<file path="src/rtl/fifo_arb_pkg.sv">
// Shared types and default sizing for the FIFO write-port arbiter.
package fifo_arb_pkg;

   typedef enum logic {
      ARB_IDLE  = 1'b0,
      ARB_BURST = 1'b1
   } arb_state_t;

   localparam int ARB_NUM_REQ    = 4;
   localparam int ARB_MAX_BURST  = 16;
   localparam int ARB_DATA_WIDTH = 8;

endpackage

</file>
<file path="src/rtl/fifo_wr_arbiter_if.sv">
// Requester-side handshake plus the FIFO write port, bundled as one interface.
// The slave modport is the arbiter's view. The master modport is the view of
// whatever drives the requesters and models the FIFO.
interface fifo_wr_arbiter_if
   import fifo_arb_pkg::*;
#(
   parameter int NUM_REQ    = ARB_NUM_REQ,
   parameter int data_width = ARB_DATA_WIDTH
);

   logic [NUM_REQ-1:0]            req_valid;
   logic [NUM_REQ*data_width-1:0] req_data;
   logic [NUM_REQ-1:0]            req_last;
   logic [NUM_REQ-1:0]            req_ready;
   logic                          full;
   logic                          w_en;
   logic [data_width-1:0]         data_in;

   modport slave (
      input  req_valid, req_data, req_last, full,
      output req_ready, w_en, data_in
   );

   modport master (
      output req_valid, req_data, req_last, full,
      input  req_ready, w_en, data_in
   );

endinterface

</file>
<file path="src/rtl/fifo_wr_arbiter_rr_pick.sv">
// Round-robin pick: returns the first set request at or after ptr_i, searching
// upward and wrapping modulo NUM_REQ. NUM_REQ need not be a power of two.
module rr_pick
   import fifo_arb_pkg::*;
#(
   parameter  int NUM_REQ = ARB_NUM_REQ,
   localparam int IDX_W   = $clog2(NUM_REQ)
) (
   input  logic [NUM_REQ-1:0] req_i,
   input  logic [IDX_W-1:0]   ptr_i,
   output logic               found,
   output logic [IDX_W-1:0]   idx
);

   int cand;

   // Walk the requests in priority order starting at the pointer and keep the first hit.
   always_comb begin
      // NOTE: every output gets a default before the loop, so no path can infer a latch.
      found = 1'b0;
      idx   = '0;
      cand  = 0;
      for (int k = 0; k < NUM_REQ; k++) begin
         cand = int'(ptr_i) + k;
         if (cand >= NUM_REQ) begin
            cand = cand - NUM_REQ;
         end
         if (!found && req_i[IDX_W'(cand)]) begin
            found = 1'b1;
            idx   = IDX_W'(cand);
         end
      end
   end

endmodule

</file>
<file path="src/rtl/fifo_wr_arbiter.sv">
// Round-robin write-port arbiter in front of the async FIFO write side.
// A grant is held for a whole packet, capped at MAX_BURST beats. A write is
// issued only while full is low.
module fifo_wr_arbiter
   import fifo_arb_pkg::*;
#(
   parameter  int NUM_REQ    = ARB_NUM_REQ,
   parameter  int data_width = ARB_DATA_WIDTH,
   parameter  int MAX_BURST  = ARB_MAX_BURST,
   localparam int IDX_W      = $clog2(NUM_REQ),
   localparam int CNT_W      = $clog2(MAX_BURST + 1)
) (
   input  logic                 w_clk,
   input  logic                 wrst_n,
   fifo_wr_arbiter_if.slave     bus,
   output logic [IDX_W-1:0]     gnt_id,
   output logic                 busy
);

   localparam logic [CNT_W-1:0] LAST_BEAT = CNT_W'(MAX_BURST - 1);
   localparam logic [IDX_W-1:0] LAST_IDX  = IDX_W'(NUM_REQ - 1);

   arb_state_t             state_q, state_d;
   logic [IDX_W-1:0]       gnt_id_q, gnt_id_d;
   logic [IDX_W-1:0]       rr_ptr_q, rr_ptr_d;
   logic [CNT_W-1:0]       beat_cnt_q, beat_cnt_d;

   logic                   pick_found;
   logic [IDX_W-1:0]       pick_idx;
   logic                   rel_beat;
   logic [NUM_REQ-1:0]     req_ready;
   logic                   w_en;
   logic [data_width-1:0]  data_in;

   rr_pick #(.NUM_REQ(NUM_REQ)) u_rr_pick (
      .req_i (bus.req_valid),
      .ptr_i (rr_ptr_q),
      .found (pick_found),
      .idx   (pick_idx)
   );

   // An accepted beat releases the grant when it closes the packet or hits the burst cap.
   assign rel_beat = w_en & (bus.req_last[gnt_id_q] | (beat_cnt_q == LAST_BEAT));

   // State register: FSM state, grant, round-robin pointer and beat counter.
   always_ff @(posedge w_clk or negedge wrst_n) begin
      if (!wrst_n) begin
         state_q    <= ARB_IDLE;
         gnt_id_q   <= '0;
         rr_ptr_q   <= '0;
         beat_cnt_q <= '0;
      end else begin
         // NOTE: non-blocking assignments, so every register samples values from before the edge.
         state_q    <= state_d;
         gnt_id_q   <= gnt_id_d;
         rr_ptr_q   <= rr_ptr_d;
         beat_cnt_q <= beat_cnt_d;
      end
   end

   // Next-state logic: arbitrate when idle, count and release beats while granted.
   always_comb begin
      state_d    = state_q;
      gnt_id_d   = gnt_id_q;
      rr_ptr_d   = rr_ptr_q;
      beat_cnt_d = beat_cnt_q;
      unique case (state_q)
         ARB_IDLE: begin
            if (pick_found) begin
               gnt_id_d   = pick_idx;
               beat_cnt_d = '0;
               state_d    = ARB_BURST;
            end
         end
         ARB_BURST: begin
            if (w_en) begin
               beat_cnt_d = beat_cnt_q + 1'b1;
            end
            if (rel_beat) begin
               rr_ptr_d = (gnt_id_q == LAST_IDX) ? '0 : gnt_id_q + 1'b1;
               state_d  = ARB_IDLE;
            end
         end
         default: state_d = ARB_IDLE;
      endcase
   end

   // Output logic: steer the granted requester onto the FIFO port, gated by full.
   always_comb begin
      req_ready = '0;
      w_en      = 1'b0;
      data_in   = '0;
      if (state_q == ARB_BURST) begin
         req_ready[gnt_id_q] = ~bus.full;
         w_en                = bus.req_valid[gnt_id_q] & ~bus.full;
         data_in             = bus.req_data[gnt_id_q*data_width +: data_width];
      end
   end

   assign bus.req_ready = req_ready;
   assign bus.w_en      = w_en;
   assign bus.data_in   = data_in;
   assign gnt_id        = gnt_id_q;
   assign busy          = (state_q == ARB_BURST);

endmodule

</file>
<file path="src/flat_wrapper.sv">
// flat-port wrapper written by rule: the top's interface ports become plain ports
module fifo_wr_arbiter_flat import fifo_arb_pkg::*;
#(
   parameter  int NUM_REQ    = ARB_NUM_REQ,
   parameter  int data_width = ARB_DATA_WIDTH,
   parameter  int MAX_BURST  = ARB_MAX_BURST,
   localparam int IDX_W      = $clog2(NUM_REQ),
   localparam int CNT_W      = $clog2(MAX_BURST + 1)
)
  (w_clk, wrst_n, gnt_id, busy, bus_req_valid, bus_req_data, bus_req_last, bus_full, bus_req_ready, bus_w_en, bus_data_in);
  fifo_wr_arbiter_if #(.NUM_REQ(NUM_REQ), .data_width(data_width)) bus_i ();
  input  logic w_clk;
  input  logic wrst_n;
  output logic [IDX_W-1:0] gnt_id;
  output logic busy;
  input wire logic [$bits(bus_i.req_valid)-1:0] bus_req_valid;
  input wire logic [$bits(bus_i.req_data)-1:0] bus_req_data;
  input wire logic [$bits(bus_i.req_last)-1:0] bus_req_last;
  input wire logic [$bits(bus_i.full)-1:0] bus_full;
  output wire logic [$bits(bus_i.req_ready)-1:0] bus_req_ready;
  output wire logic [$bits(bus_i.w_en)-1:0] bus_w_en;
  output wire logic [$bits(bus_i.data_in)-1:0] bus_data_in;
  assign bus_i.req_valid = bus_req_valid;
  assign bus_i.req_data = bus_req_data;
  assign bus_i.req_last = bus_req_last;
  assign bus_i.full = bus_full;
  assign bus_req_ready = bus_i.req_ready;
  assign bus_w_en = bus_i.w_en;
  assign bus_data_in = bus_i.data_in;
  fifo_wr_arbiter #(.NUM_REQ(NUM_REQ), .data_width(data_width), .MAX_BURST(MAX_BURST)) u_core (.w_clk(w_clk), .wrst_n(wrst_n), .bus(bus_i), .gnt_id(gnt_id), .busy(busy));
endmodule
</file>
<file path="config.mk">
export PLATFORM = sky130hd
export DESIGN_NAME = fifo_wr_arbiter_flat
export DESIGN_NICKNAME = d
export VERILOG_FILES = /design/src/rtl/fifo_arb_pkg.sv /design/src/rtl/fifo_wr_arbiter_if.sv /design/src/rtl/fifo_wr_arbiter_rr_pick.sv /design/src/rtl/fifo_wr_arbiter.sv /design/src/flat_wrapper.sv
export SDC_FILE = /design/constraint.sdc
export NUM_CORES = 1
export LEC_CHECK = 0
export BUFFER_PORTS_ARGS = -buffer_cell sky130_fd_sc_hd__buf_2
export CORE_ASPECT_RATIO = 2
export CORE_UTILIZATION = 30
export DETAILED_ROUTE_END_ITERATION = 10
export GPL_TIMING_DRIVEN = 0
export HOLD_SLACK_MARGIN = 0.03
export PLACE_DENSITY = 0.7
export SETUP_SLACK_MARGIN = 0.1
export SLEW_MARGIN = 20
export SYNTH_ARGS = -nofsm -noshare
export SYNTH_HDL_FRONTEND = slang
export SYNTH_SLANG_ARGS = --single-unit
export TNS_END_PERCENT = 5
</file>
<file path="constraint.sdc">
create_clock -name w_clk -period 1.7 [get_ports w_clk]
set_input_delay 0.255 -clock w_clk [delete_from_list [all_inputs] [get_ports w_clk]]
set_output_delay 0.255 -clock w_clk [all_outputs]
set_load 0.05 [all_outputs]
</file>
[Word level (Yosys, flattened, before mapping)]
Index checks and enable logic that the tools add are counted.
Widths: inputs -> output; s select.
Storage, ports and cells
  register bits after elaboration: 10
  bits of input ports: 43
  output and inout bits: 16
  logic and storage cells: 84
Cells by class
  add/subtract/negate cells: 9
  magnitude comparators: 10
  eq/ne operators: 4
  shifts and indexed selects: 1
  mux-type cells: 40
  bitwise operators: 6
  reductions and logical operators: 10
Operators by type and width (count)
  $shiftx 32x6->8: 1
  $mux 1: 18
  $mux 2: 9
  $lt 2x4->1 const B: 4
  $bmux 1 s2: 6
  $mux 5: 2
  $pmux 5 s2: 1
  $ge 3x3->1 const B: 3
  $mux 8: 1
  $sub 2x1->2 const B: 4
  $add 2x2->3 const B: 2
  $reduce_and 2->1: 3
  $add 5x1->5 const B: 1
  $eq 5x4->1 const B: 1
  $and 4x4->4: 1
  $logic_and 1x1->1: 4
  $mux 4: 1
  $add 2x1->3 const B: 1
  $ge 2x3->1 const B: 1
  $logic_not 1->1: 3
  $lt 2x3->1 const B: 1
  $add 2x1->2 const B: 1
  $and 1x1->1: 2
  $demux 1 s2: 1
  other kinds (7): 8

[Longest topological paths before layout]
Gate-level depths: netlist (run 1).
  depth in word-level cells: 17
  depth in mapped cells: 7

[By module]
A second synthesis (run 1) with hierarchy kept.
Second synthesis, totals
  cell total of the unflattened synthesis: 95
  area, all modules: 963.4 µm²
By module, submodules not included
  fifo_wr_arbiter: instances 1, cells each 80, area an instance 885.8 µm², seq. area each 250.2 µm²
  rr_pick: instances 1, cells each 15, area an instance 77.6 µm², seq. area each 0.0 µm²

[Least setup slack after synthesis (run 1)]
Ideal clock, no wire load.
  path kind: register to output
  start: register u_core.gnt_id_q[0], in the netlist u_core.gnt_id[0]
  end: output port bus_data_in[1]
  data arrival time: 1.883 ns
  path slack: -0.438 ns
  stages on the path, launching flop included: 4
  buffers on the path: 1
  cells stage by stage: dfrtp_1 buf_4 mux4_2 and2_1
Between the ends
  longest elaborated chain between the ends: 2
Ends and longest elaborated chain
  start: declaration: line fifo_wr_arbiter.sv:24  | logic [IDX_W-1:0] gnt_id_q, gnt_id_d;
  start signal: assignment: line fifo_wr_arbiter.sv:55  | gnt_id_q <= gnt_id_d;
  $shiftx 32x6->8: line fifo_wr_arbiter.sv:96  | data_in = bus.req_data[gnt_id_q*data_width +: data_width];
  $mux 8: line fifo_wr_arbiter.sv:93  | if (state_q == ARB_BURST) begin
  end: declaration: line flat_wrapper.sv:22  | output wire logic [$bits(bus_i.data_in)-1:0] bus_data_in;
No other way between the ends.

[Final worst setup path (run 1)]
  start: register u_core.gnt_id_q[0], in the netlist u_core.gnt_id[0]
  end: output port bus_data_in[7]
The elaborated chain is that of the path after synthesis.

==> run metrics, run 1 <==
synthesized area=987 µm²; Worst EP required=1.44 ns; critical path arrival=1.68 ns; Crit path top cell by count=buf_6; Tcrit/Tclk final=114%; # H-tree levels=1; share of layout cells above drive strength 1=63.9%; number of buffers on the longest clock path=2; worst clock skew=0.00353 ns; most frequent cells in the layout=buf_2, buf_6, nand2_1; Max Cap Viol=0; root buffer cell=clkbuf_8; Cells after Synth=98; dominant cells by area after synthesis=dfrtp_1, mux4_2, mux2i_1, ha_1, and2_1; Ys Warns=0; Crit. path cell count=4; final setup violation count=15; Netlist cell types=32; Slew HR=69.4%; fin cells=200; CTS clk-pin slew, worst paths=0.05 ns; Mean Syn Cell Area=10.1 µm²; Port Buf Inserts=58; dpl hpwl=2.44 mm; Leak=0.827 nW; Least-Margin Pin Slew=0.455 ns; crit path cell chain=buf_6 -> mux4_2 -> and2_4 -> buf_6; Starting Density=31.3%; fillers=266; Mapped Nets=147; drt via density=5.50; Critical R2R Launch=u_core.gnt_id[1]; vias=1099; core area=3160 µm²; final setup TNS=-2.70 ns; RSZ-0062 raised after global routing=yes; Worst R2R Path Depth=5; largest net degree at the start of global routing=11; initial antenna violation count=0; Final Hold Viols=0; # DRC=0; grt ovf=0; critical path class=reg -> out; Setup WS pre-CTS=-0.243 ns; net count of the finished layout=219; vias in the first global route=1094; Final Critical Period=1.94 ns; placer congestion estimate=0.782; family with the most delay on the worst path=multiplexers; Worst R2R Setup Slack=-0.13 ns; Worst Setup Start Kind=flop; status=complete, but fails checks; Worst Path Max Fanout=6; Yosys top cell area share=25.3%; wire per inst=16.2 µm; CP Buf/Inv Count=2; Area growth syn-to-layout=68.8%; Die W=42.6 µm; GRT Util Overall=19.0%; Min Hold Slack=0.410 ns; Clock Sink Count=10; maximum VDD drop=0.744 mV; PD cells=1970 nW/µm²; IO Count=59; Cells after DPL=187; Worst Hold Class=in -> async; nature of the critical path endpoint=output pin; WL final=3.24 mm; number of iterations in the first detailed-routing pass=6; first-pass GRT wire length=5.09 mm; biggest area consumer among synthesized cells=dfrtp_1; die boundary height=83.1 µm; 1st-iter DRT viols=19; Core Rows=29; Skew-Pair Late Insertion Delay=0.23 ns; CTS tree=yes; antenna cells=0; Detail Route Antenna Nets=0; Largest stage delay, worst path=0.51 ns; CP max stage cell=mux4_2; Max Fclk=516 MHz; commonest non-fill, non-tap cell in the layout=buf_2; Yosys reg bits=10; FF-to-FF End=u_core.rr_ptr_q[1]; Max Slew Vio Count=0; TritonCTS Buffers=3; failing checks=negative setup slack; post-synthesis sequential area ratio=25.3%; Die ar.=3540 µm²; Pwr Total=3.28 mW; PnR worst setup slack=-0.239 ns
[Yosys cell counts]
library cell / number
or3_1: 1
mux4_2: 8
ha_1: 6
o2111a_1: 1
a22oi_1: 1
buf_4: 1
a32o_1: 1
o21ai_1: 2
o22a_1: 1
nor2b_1: 1
inv_2: 1
o2111ai_2: 1
nor4_1: 1
o221ai_1: 1
or2_1: 1
inv_1: 9
dfrtp_1: 10
buf_2: 1
and3_1: 6
o211ai_1: 1
o21ai_0: 2
nor4b_1: 1
buf_6: 1
a311oi_1: 1
mux2i_1: 8
nand2_1: 9
clkbuf_1: 2
a21oi_1: 1
nor2_1: 5
nand3_1: 1
mux2_4: 3
and2_1: 9
[final cells by class]
| type | instances | area [µm²] | share of cell area [%] |
|---|---|---|---|
| buffer | 5 | 53.8 | 3.23 |
| inverter | 10 | 42.5 | 2.55 |
| multi-input combinational | 73 | 757 | 45.4 |
| tap | 31 | 38.8 | 2.33 |
| sequential | 10 | 255 | 15.3 |
| timing repair buffer | 67 | 474 | 28.5 |
| clock buffer | 4 | 45.0 | 2.70 |
[where the power goes]
group	internal (mW)	switching (mW)
clock	0.164	0.0883
combinational	1.20	1.33
sequential	0.361	0.141
[state kept, by name, summed over array words and instances, names as in the netlist]
name and cells:
u_core.beat_cnt_q 5, u_core.rr_ptr_q 2, u_core.gnt_id 2, u_core.busy 1
[how the worst max path moves through the flow]
| stage | from | end | slack, ns |
|---|---|---|---|
| global placement | u_core.beat_cnt_q[0] | u_core.rr_ptr_q[1] | -0.24 |
| global route | u_core.gnt_id[0] | bus_data_in[7] | -0.27 |
| detailed placement | u_core.beat_cnt_q[0] | u_core.rr_ptr_q[1] | -0.24 |
| floorplan | u_core.gnt_id[1] | u_core.rr_ptr_q[0] | -0.15 |
| CTS | u_core.gnt_id[0] | bus_data_in[6] | -0.23 |
| finish | u_core.gnt_id[0] | bus_data_in[7] | -0.24 |
[kinds of logic (layout without fill, tap and decap cells)]
logic type | after synthesis | in the layout | share of synthesized area, %
simple gates | 35 | 35 | 18.8
buf+inv | 15 | 86 | 6.97
compound gates | 13 | 13 | 10.4
mux | 19 | 19 | 30.9
flops | 10 | 10 | 25.3
fa+ha+maj | 6 | 6 | 7.60
[routing by layer]
layer | global-route usage (%) | vias up | wire length [µm]
met1 | 14.9 | 505 | 926
met5 | 0 | - | 0
met4 | 13.9 | 0 | 222
li1 | - | 505 | -
met3 | 4.78 | 14 | 304
met2 | 36.4 | 75 | 1790
[stage by stage]
| stage | cell area, µm² | util (%) |
|---|---|---|
| after floorplan | 1000 | - |
| after global placement | 1330 | 42.2 |
| after detailed placement | 1330 | 42.2 |
| after CTS | 1660 | 52.5 |
| after global routing | 1670 | 52.8 |
| final | 1670 | 52.8 |
[repair_timing]
| action | 4_1_cts | 5_1_grt |
|---|---|---|
| setup endpoints to repair | 20 | 21 |
| pin swaps | 3 | 1 |
| hold buffers | 1 | 0 |
| endpoints found under the hold margin | 10 | 0 |
| buffers inserted | 6 | 1 |
| cloned | 1 | 0 |
| gates resized for setup | 57 | 1 |
Power figures use the tool's default switching activity.
==> inputs of run 2 (changes only) <==
--- a/config.mk
+++ b/config.mk
@@ -8,6 +8,7 @@
 export BUFFER_PORTS_ARGS = -buffer_cell sky130_fd_sc_hd__buf_2
 export CORE_ASPECT_RATIO = 2
 export CORE_UTILIZATION = 30
+export CTS_CLUSTER_SIZE = 30
 export DETAILED_ROUTE_END_ITERATION = 10
 export GPL_TIMING_DRIVEN = 0
 export HOLD_SLACK_MARGIN = 0.03
==> constraint.sdc (replaced) <==
create_clock -name w_clk -period 1.7 [get_ports w_clk]
set_input_delay 0.255 -clock w_clk [delete_from_list [all_inputs] [get_ports w_clk]]
set_output_delay 0.255 -clock w_clk [all_outputs]
set_load 0.005 [all_outputs]
==> run 2 against run 1 <==
Net effect: the flow still finishes with violations (negative setup slack); design area is 4.5% lower; clock skew decreased by 0.0018 ns; non-clock buffer count is the same; largest cell class unchanged; largest power group unchanged.
==> run metrics, run 2 (synthesis gave the netlist of run 1 again) <==
status=complete, but fails checks; failing checks=negative setup slack; root buffer cell=clkbuf_8; placed cell area=1340 µm²; RSZ-0062 raised after global routing=yes; TritonCTS Buffers=3; final setup violation count=11; 1st-iter DRT viols=15; IO Count=59; largest net degree at the start of global routing=11; Leak=0.808 nW; Skew-Pair Late Insertion Delay=0.23 ns; Final Hold Viols=0; GRT Util Overall=18.6%; Max Slew Vio Count=0; max reg flops=5; clock network power share=9.7%; Final Critical Period=1.86 ns; Core Rows=29; nature of the critical path endpoint=output pin; net count of the finished layout=219; Port Buf Inserts=58; initial antenna violation count=0; Worst Hold Class=in -> async; grt ovf=0; Top reg by flops=u_core.beat_cnt_q; critical path arrival=1.61 ns; die boundary height=83.1 µm; antenna cells=0; PnR worst setup slack=-0.164 ns; Worst EP required=1.44 ns; Detail Route Antenna Nets=0; Slew HR=70.9%; commonest non-fill, non-tap cell in the layout=buf_2; sequential share of power=19.8%; Min Hold Slack=0.410 ns; Setup WS pre-CTS=-0.182 ns; critical path class=reg -> out; Worst Setup Start Kind=flop; number of buffers on the longest clock path=2; Max Cap Viol=0; dpl hpwl=2.55 mm; WL final=3.34 mm; Sw Share=38.6%; PD cells=1540 nW/µm²; Die W=42.6 µm; Starting Density=31.3%; internal power=1.50 mW; combinational power share=70.5%; CTS tree=yes; core area=3160 µm²; CTS clk-pin slew, worst paths=0.04 ns; Least-Margin Pin Slew=0.432 ns; Tcrit/Tclk final=110%; vias in the first global route=1191; maximum VDD drop=0.533 mV; number of iterations in the first detailed-routing pass=4; most frequent cells in the layout=buf_2, nand2_1, dfrtp_1; Clock Sink Count=10; first-pass GRT wire length=4.91 mm; Max Fclk=536 MHz; worst clock skew=0.00170 ns; Area growth syn-to-layout=61.2%; Sw Pwr=948 µW; Die ar.=3540 µm²; Worst Path Max Fanout=5; placer congestion estimate=0.749; # DRC=0; share of layout cells above drive strength 1=60.1%; design area=1590 µm²; drt via density=5.45; # H-tree levels=1; final core utilization=50.4%; vias=1084; wire per inst=16.8 µm
[run 2: changes by cell type in the layout (fill, tap and decap cells not counted), moves of 2 or more]
cell | before | now
buf_8 | 5 | 2
and2_4 | 6 | 3
nor2_2 | 2 | 0
buf_6 | 10 | 5
buf_2 | 46 | 55
and3_4 | 3 | 1
and2_2 | 2 | 0
clkbuf_1 | 3 | 1
and2_1 | 1 | 6
and3_1 | 3 | 5
nor2_4 | 0 | 2
[run 2: repair_timing]
action                     in CTS  in global routing
hold endpoints to repair       10                  0
pin swaps                       2                  1
gates resized for setup        17                 13
cloned                          0                  1
setup endpoints to repair      19                 16
buffers inserted                5                  2
hold buffers                    1                  0
[run 2: metrics by stage]
stage	TNS [ns]	instances	total power, mW
after global placement	-1.21	187	1.66
after detailed placement	-1.49	187	1.73
after floorplan	-0.0795	98	1.31
after CTS	-1.08	196	2.23
final	-1.42	199	2.45
after global routing	-1.89	199	2.61
[run 2: final cells by class]
class,count,area (µm²)
Clock buffer,3,41.3
Fill cell,291,1570
Buffer,5,50.0
Tap cell,31,38.8
Multi-Input combinational cell,73,769
Inverter,10,40.0
Timing Repair Buffer,67,400
Sequential cell,10,251
[run 2: layer usage]
metal  GRT usage (%)  wire length, µm  part of all wire [%]  vias up
met1            11.5              869                    26      505
met2            40.3             2100                    63       70
met5               0                0                     0        -
met3            2.83              226                   6.8       11
met4            12.8              137                   4.1        0
li1                -                -                     -      498
[run 2: path summary, 6_finish.rpt]
path | depth (start not counted) | startpoint | slack (ns) | endpoint
worst max-delay path | 4 | u_core.gnt_id[0] | -0.16 | bus_data_in[5]
worst min-delay path | 2 | wrst_n | 0.41 | u_core.beat_cnt_q[4]
worst max register to register | 6 | u_core.beat_cnt_q[1] | -0.12 | u_core.rr_ptr_q[0]
worst min register to register | 1 | u_core.beat_cnt_q[3] | 0.50 | u_core.beat_cnt_q[3]
max in group asynchronous | 2 | wrst_n | 1.08 | u_core.gnt_id[0]
min in group w_clk | 3 | bus_req_valid[1] | 0.42 | u_core.gnt_id[0]
[run 2: critical path: stages (launching register included)]
cell	delay, ns
dfrtp_2	0.43
buf_8	0.15
mux4_2	0.50
and2_1	0.18
buf_2	0.12
[run 2: power by group through the flow]
stage,sequential [mW],clock [mW],combinational [mW]
after floorplan,0.462,0,0.849
after detailed placement,0.495,0,1.24
after CTS,0.471,0.248,1.51
after global routing,0.503,0.253,1.85
after global placement,0.482,0,1.18
final,0.486,0.237,1.73
